<file path="src/rtl/switch_debounce_pkg.sv">
// sw_pkg: shared channel state encoding, default timing constants and counter sizing
package sw_pkg;

    typedef enum logic {IDLE, COUNT} ch_state_t;

    localparam int SYNC_STAGES_DEF     = 2;
    localparam int DEBOUNCE_CYCLES_DEF = 1000000;

    function automatic int cnt_width(input int cycles);
        return $clog2(cycles);
    endfunction

endpackage

</file>
<file path="src/rtl/switch_debounce_if.sv">
// switch_debounce_if: raw switch pins in, debounced levels and change events out
interface switch_debounce_if #(
    parameter int N_SW = 2
);

    logic [N_SW-1:0] sw_in;
    logic [N_SW-1:0] sw_stable;
    logic [N_SW-1:0] sw_rise;
    logic [N_SW-1:0] sw_fall;
    logic            sw_valid;

    modport master (output sw_in, input sw_stable, sw_rise, sw_fall, sw_valid);
    modport slave  (input sw_in, output sw_stable, sw_rise, sw_fall, sw_valid);

endinterface

</file>
<file path="src/rtl/switch_debounce_bit.sv">
// switch_debounce_bit: one channel - synchronizer, agreement counter, stable level and edge pulses
module switch_debounce_bit
    import sw_pkg::*;
#(
    parameter int SYNC_STAGES     = SYNC_STAGES_DEF,
    parameter int DEBOUNCE_CYCLES = DEBOUNCE_CYCLES_DEF
) (
    input  logic clk,
    input  logic rst,
    input  logic din,
    output logic stable,
    output logic rise,
    output logic fall,
    output logic chg
);

    localparam int             CW   = cnt_width(DEBOUNCE_CYCLES);
    localparam logic [CW-1:0]  LAST = CW'(DEBOUNCE_CYCLES - 1);

    logic [SYNC_STAGES-1:0] sync;
    logic                   s;
    ch_state_t              state, state_n;
    logic [CW-1:0]          cnt, cnt_n;
    logic                   differ, expire;
    logic                   stable_n, rise_n, fall_n;

    assign s      = sync[SYNC_STAGES-1];
    assign differ = s != stable;
    assign expire = state == COUNT && differ && cnt == LAST;
    assign chg    = rise_n | fall_n;

    // bring the asynchronous pin into the clock domain
    always_ff @(posedge clk or posedge rst) begin
        if (rst) sync <= '0;
        else     sync <= {sync[SYNC_STAGES-2:0], din};
    end

    // channel state, counter, accepted level and registered edge pulses
    always_ff @(posedge clk or posedge rst) begin
        if (rst) begin
            state  <= IDLE;
            cnt    <= '0;
            stable <= 1'b0;
            rise   <= 1'b0;
            fall   <= 1'b0;
        end else begin
            state  <= state_n;
            cnt    <= cnt_n;
            stable <= stable_n;
            rise   <= rise_n;
            fall   <= fall_n;
        end
    end

    // any agreeing sample aborts the count; expiry returns to IDLE with the counter cleared
    always_comb begin
        state_n = !differ ? IDLE : (state == IDLE ? COUNT : (expire ? IDLE : COUNT));
        cnt_n   = !differ ? '0 : (state == IDLE ? CW'(1) : (expire ? '0 : cnt + 1'b1));
    end

    // on expiry adopt the synchronized level and flag its direction
    always_comb begin
        stable_n = expire ? s : stable;
        rise_n   = expire & s;
        fall_n   = expire & ~s;
    end

endmodule

</file>
<file path="src/rtl/switch_debounce.sv">
// switch_debounce: N_SW independent debounce channels plus a combined change strobe
module switch_debounce
    import sw_pkg::*;
#(
    parameter int N_SW            = 2,
    parameter int SYNC_STAGES     = SYNC_STAGES_DEF,
    parameter int DEBOUNCE_CYCLES = DEBOUNCE_CYCLES_DEF
) (
    input logic               clk,
    input logic               rst,
    switch_debounce_if.slave  bus
);

    logic [N_SW-1:0] chg;

    genvar i;
    generate
        for (i = 0; i < N_SW; i++) begin : g_ch
            switch_debounce_bit #(
                .SYNC_STAGES     (SYNC_STAGES),
                .DEBOUNCE_CYCLES (DEBOUNCE_CYCLES)
            ) u_bit (
                .clk    (clk),
                .rst    (rst),
                .din    (bus.sw_in[i]),
                .stable (bus.sw_stable[i]),
                .rise   (bus.sw_rise[i]),
                .fall   (bus.sw_fall[i]),
                .chg    (chg[i])
            );
        end
    endgenerate

    // registered alongside the per-bit pulses so it lands on the same edge
    always_ff @(posedge clk or posedge rst) begin
        if (rst) bus.sw_valid <= 1'b0;
        else     bus.sw_valid <= |chg;
    end

endmodule
</file>
<file path="src/flat_wrapper.sv">
// flat-port wrapper written by rule: the top's interface ports become plain ports
module switch_debounce_flat import sw_pkg::*;
#(
    parameter int N_SW            = 2,
    parameter int SYNC_STAGES     = SYNC_STAGES_DEF,
    parameter int DEBOUNCE_CYCLES = DEBOUNCE_CYCLES_DEF
)
  (clk, rst, bus_sw_in, bus_sw_stable, bus_sw_rise, bus_sw_fall, bus_sw_valid);
  switch_debounce_if #(.N_SW(N_SW)) bus_i ();
  input logic clk;
  input logic rst;
  input wire logic [$bits(bus_i.sw_in)-1:0] bus_sw_in;
  output wire logic [$bits(bus_i.sw_stable)-1:0] bus_sw_stable;
  output wire logic [$bits(bus_i.sw_rise)-1:0] bus_sw_rise;
  output wire logic [$bits(bus_i.sw_fall)-1:0] bus_sw_fall;
  output wire logic [$bits(bus_i.sw_valid)-1:0] bus_sw_valid;
  assign bus_i.sw_in = bus_sw_in;
  assign bus_sw_stable = bus_i.sw_stable;
  assign bus_sw_rise = bus_i.sw_rise;
  assign bus_sw_fall = bus_i.sw_fall;
  assign bus_sw_valid = bus_i.sw_valid;
  switch_debounce #(.N_SW(N_SW), .SYNC_STAGES(SYNC_STAGES), .DEBOUNCE_CYCLES(DEBOUNCE_CYCLES)) u_core (.clk(clk), .rst(rst), .bus(bus_i));
endmodule
</file>
<file path="config.mk">
export PLATFORM = sky130hd
export DESIGN_NAME = switch_debounce_flat
export DESIGN_NICKNAME = d
export VERILOG_FILES = /design/src/rtl/switch_debounce_pkg.sv /design/src/rtl/switch_debounce_if.sv /design/src/rtl/switch_debounce_bit.sv /design/src/rtl/switch_debounce.sv /design/src/flat_wrapper.sv
export SDC_FILE = /design/constraint.sdc
export NUM_CORES = 1
export LEC_CHECK = 0
export CAP_MARGIN = 20
export CORE_ASPECT_RATIO = 0.9
export CORE_MARGIN = 10
export CORE_UTILIZATION = 25
export DETAILED_ROUTE_END_ITERATION = 8
export MAX_ROUTING_LAYER = met4
export PLACE_DENSITY = 0.52
export SLEW_MARGIN = 15
export SYNTH_ARGS = -nofsm -noshare
export SYNTH_HDL_FRONTEND = slang
export SYNTH_SLANG_ARGS = --single-unit
</file>
<file path="constraint.sdc">
create_clock -name clk -period 3.3 [get_ports clk]
set_clock_uncertainty 0.15 [all_clocks]
set_input_delay 0.495 -clock clk [delete_from_list [all_inputs] [get_ports clk]]
set_output_delay 0.495 -clock clk [all_outputs]
set_load 0.1 [all_outputs]
</file>
# Word level (Yosys, flattened, before mapping)
# Cells that the tools add are included.
dict set report totals {
  ff_bits 53
  word_cells 44
}
dict set report classes {
  add_sub_neg 2
  n_eq_ne 4
  muxes 12
  bitwise_logic 8
  reduce_logical 5
}
# op n
set op_table {}
lappend op_table {{$mux W20} 6}
lappend op_table {{$add A20 B1 Y20 const B} 2}
lappend op_table {{$eq A20 B20 Y1 const B} 2}
lappend op_table {{$mux W1} 6}
lappend op_table {{$and A1 B1 Y1} 4}
lappend op_table {{$logic_and A1 B1 Y1} 4}
lappend op_table {{$ne A1 B1 Y1} 2}
lappend op_table {{$not A1 Y1} 2}
lappend op_table {{$or A1 B1 Y1} 2}
lappend op_table {{$reduce_or A2 Y1} 1}

# Longest topological paths before layout
dict set report logic_depth {
  word_depth 6
  depth_mapped 6
  mapped_depth_nobuf 5
}

# Modules after synthesis
# From an unflattened synthesis, not the netlist that was laid out.
dict set report unflattened {
  hier_cells 241
  hier_area_um2 2607.5
}
# module n_inst cells_each area_per_inst_um2 seq_area_each_um2
set modules_own_cells {}
lappend modules_own_cells {switch_debounce_bit 2 119 1286.2 650.6}
lappend modules_own_cells {switch_debounce 1 3 35.0 25.0}

# Least setup slack after synthesis
# OpenSTA, ideal clock, no wires.
dict set report synth_timing {
  path_type {flip-flop to flip-flop}
  start {register u_core.g_ch[0].u_bit.cnt[7]}
  end {register u_core.g_ch[0].u_bit.stable}
  arrival_time_ns 2.140
  required_ns 3.022
  slack_ns 0.882
  stages_incl_launch_ff 5
  period_less_slack_ns 2.418
  path_cell_list {dfrtp_1 or4_1 or4_4 nor4_4 mux2_1}
}
dict set report synth_between {
  elab_chain_len 2
}
# item line_no
set synth_rtl {}
lappend synth_rtl {{start, declared} switch_debounce_bit.sv:23} ;# logic [CW-1:0] cnt, cnt_n;
lappend synth_rtl {{start signal, assigned} switch_debounce_bit.sv:48} ;# cnt <= cnt_n;
lappend synth_rtl {{$eq A20 B20 Y1} switch_debounce_bit.sv:29} ;# assign expire = state == COUNT && differ && cnt == LAST;
lappend synth_rtl {{$logic_and A1 B1 Y1} switch_debounce_bit.sv:29}
lappend synth_rtl {{end signal, assigned} switch_debounce_bit.sv:49} ;# stable <= stable_n;
lappend synth_rtl {{end, declared} switch_debounce_bit.sv:11} ;# output logic stable,
# Every way passes these cells.
# A chain may end at the register's enable or synchronous reset.

# Worst setup path in the final report
dict set report layout_timing {
  start {register u_core.g_ch[0].u_bit.cnt[7]}
  end {register u_core.g_ch[0].u_bit.cnt[16]}
}
dict set report layout_between {
  elab_chain_len 5
  elab_cells_between_ends 6
  cone_classes {1 x add/sub; 1 x eq/ne; 3 x mux; 1 x reduce/logical}
}
# item line_no
set layout_rtl {}
lappend layout_rtl {{parallel branches: the longest is 2 deep, another holds $add A20 B1 Y20} --}
lappend layout_rtl {{$mux W20 (*) (3 in series)} switch_debounce_bit.sv:58} ;# cnt_n = !differ ? '0 : (state == IDLE ? CW'(1) : (expire ? '0 : cnt + 1'b1));
lappend layout_rtl {{named net u_core.g_ch[0].u_bit.cnt_n[16]} switch_debounce_bit.sv:23}
# Mark *: on every way through the listed nets, which the timed path passes.

==> results.md <==
- Status: completed
- Final hold violations: 0
- First-pass GRT wire length: 8700 µm
- Final setup viols: 0
- CTS H-tree depth: 2
- Top cells by area, synth: dfrtp_1 53%, xnor2_1 5.6%, nor2_1 4.9%, xor2_1 4.5%, nand4_1 2.7%
- DRC: 0
- Fraction of layout cells with a size suffix above 1: 9.52%
- WP data required: 3.34 ns
- Clk_lat worst skew: 0.31 ns
- Fin crit share: 79.5%
- Max Clk Rate: 0.381 GHz
- Slew @ Worst Pin: 0.500 ns
- Seq/Total Area, Yosys: 53.0%
- CTS Hold Bufs: 0
- FILL cells: 992
- Slew headroom: 66.4%
- Leakage Power: 1.10 nW
- Post-route insts no fill: 378
- TritonCTS Buffers: 5
- PD cells: 411 nW/µm²
- Postcts setup bufs: 0
- Clock buffer depth: 2
- Core Footprint: 9740 µm²
- Die area: 14400 µm²
- Largest family of logic cells by synthesized area: simple AND/OR/NAND/NOR gates
- First-pass detailed-route iteration total: 4
- Synthesized flop and latch total: 53
- HP Class: flip-flop to flip-flop
- Yosys top cell by area: dfrtp_1
- Post-CTS Resized: 0
- Synth Area in Simple Gates: 24.3%
- Post-Syn Nets: 246
- Worst Setup End Kind: flip-flop
- Synth Cell Area: 2500 µm²
- Site row count: 34
- Yosys warning count: 0
- Vias per inst: 4.58
- Pin count of the biggest net entering global routing: 23
- DP Cell Count: 370
- Congestion Overflow GR: 0
- Starting DRT DRC Count: 134
- Worst Setup Start Kind: flip-flop
- Critical path fanouts, max: 10
- Vias: 1732
- Compound-Gate Fraction of Synth Area: 6.65%
- Maximum VDD drop: 0.000168 V
- Area of the multi-input gates: 1080 µm²
- CP Class: flip-flop to flip-flop
- Synth top area share: 53.0%
- Detailed placer's ending HPWL: 3320 µm
- Initial antenna violation count: 0
- Die height: 115 µm
- Critical Path AT: 2.66 ns
- Slew Limit Fails: 0
- Total Routing Usage GR: 7.34%
- TritonCTS Sinks: 53
- Port Buf Inserts: 10
- Post-Route WL: 4810 µm
- Top Ports: 11
- Cell variety after synth: 35
- Mean post-synth cell area: 10.4 µm²
- Vias in the first global route: 1754
- Clock root buffer: clkbuf_8
- # diodes: 0
- Final worst path period need: 2.62 ns
- Final core occ: 29.0%
- Cell area after layout: 2820 µm²
- Drt wl/cell: 12.7 µm
- Register area: 1330 µm²
- Max Cap Violations: 0
- Multiplexer share of the synthesized area: 0.900%
- Hold slack: 0.211 ns
- Clock transition at the registers of the reported paths: 0.09 ns
- Die width: 125 µm
- CTS tree: yes
- Synth Area in XOR/XNOR: 10.1%
- Post-route setup TNS: 0 ns
- RSZ-0062 raised after global routing: false
- Synthesis-to-layout area growth: 12.7%
- Final Wtd Congestion: 0.775
- # nets final: 257
- Initial Util: 25.7%
- Final ANT Viol Nets: 0
- Post-Syn Instances: 240
- Placed inst area: 2710 µm²
- Adder-cell share of the synthesized area: 1.00%
cell usage after synthesis (all sizes together):
cell type and count:
o21ai 3, clkbuf 3, and4 5, inv 9, xnor2 16, a211oi 2
and2 3, o311ai 1, and3 1, nor4 6, nor2b 1, nand2b 1
buf 7, ha 2, nand2 13, nand3b 1, nor2 33, a21oi 10
dfrtp 53, or3 5, or2 1, nor3 5, or4b 1, nand3 13
o21bai 1, nor4b 1, xor2 13, o31ai 7, or4 10, mux2 2
nand4 11
flip-flops by register name, indices dropped and copies added (netlist names):
name and flops:
u_core.g_ch.u_bit.cnt 40, u_core.g_ch.u_bit.rise 2, u_core.g_ch.u_bit.stable 2, u_core.g_ch.u_bit.sync 4, u_core.g_ch.u_bit.state 2, u_core.g_ch.u_bit.fall 2
u_core.bus.sw_valid 1
routing by layer:
| layer | track usage, % | part of all wire, % | vias to the layer above |
|---|---|---|---|
| met5 | - | 0 | - |
| met4 | 2.99 | 1.8 | 0 |
| met3 | 1.70 | 3.0 | 4 |
| met2 | 10.1 | 43 | 20 |
| met1 | 10.0 | 52 | 842 |
| li1 | - | - | 866 |
final timing paths:
check                                                  start  slack [ns]                            to  cells after the start
worst max-delay path             u_core.g_ch[0].u_bit.cnt[7]        0.68  u_core.g_ch[0].u_bit.cnt[16]                      5
worst min-delay path            u_core.g_ch[1].u_bit.sync[0]        0.21  u_core.g_ch[1].u_bit.sync[1]                      0
worst max register to register   u_core.g_ch[0].u_bit.cnt[7]        0.68  u_core.g_ch[0].u_bit.cnt[16]                      5
worst min register to register  u_core.g_ch[1].u_bit.sync[0]        0.21  u_core.g_ch[1].u_bit.sync[1]                      0
max in group asynchronous                                rst        2.01  u_core.g_ch[0].u_bit.cnt[16]                      3
min in group asynchronous                                rst        0.38  u_core.g_ch[1].u_bit.cnt[15]                      2
through the flow:
stage / setup slack, ns / power, W
final: 0.677 / 0.00116
after global routing: 0.533 / 0.00120
after floorplan: 0.882 / 0.000700
after CTS: 0.666 / 0.00118
after detailed placement: 0.674 / 0.000716
after global placement: 0.725 / 0.000716
worst max-delay path: stages (launching register included):
cell      delay [ns]
dfrtp_1         0.44
or4_1           0.53
or4_4           0.53
o311ai_4        0.53
buf_4           0.27
a21oi_1         0.06
where the power goes:
group / internal (W) / switching, W
sequential: 0.000656 / 0.00000602
clock: 0.000248 / 0.000210
combinational: 0.0000129 / 0.0000267
total: 0.000916 / 0.000243
layout make-up:
class                   instances  share of cell area, %
flip-flops and latches         53                   47.0
multi-input cells             168                   38.1
well taps                     126                   5.59
repair buffers                 14                   3.99
clock buffers                   7                   3.06
inverters                       9                   1.20
clock inverters                 1                   1.06
layout by cell type, fill, tap and decap left out, drive strengths merged, types with 2 or more instances in the layout:
cell type and count:
nand2 13, nor4 6, nand3 13, o21ai 3, inv 9, ha 2
or4 10, nand4 11, xor2 13, or3 5, mux2 2, clkbuf 7
buf 11, nor2 33, and2 3, a211oi 2, o31ai 7, xnor2 16
dfrtp 53, a21oi 10, and4 5, clkdlybuf4s50 3, nor3 5
cell families (layout without fill, tap and decap cells):
group	after synthesis	in the layout
buffers and inverters	19	31
muxes	2	2
DFF	53	53
AOI/OAI and AO/OA	24	24
adders and majority gates	2	2
xor gates and xnor gates	29	29
and+or+nand+nor	111	111
No activity file was read; power rests on OpenSTA's default activity.
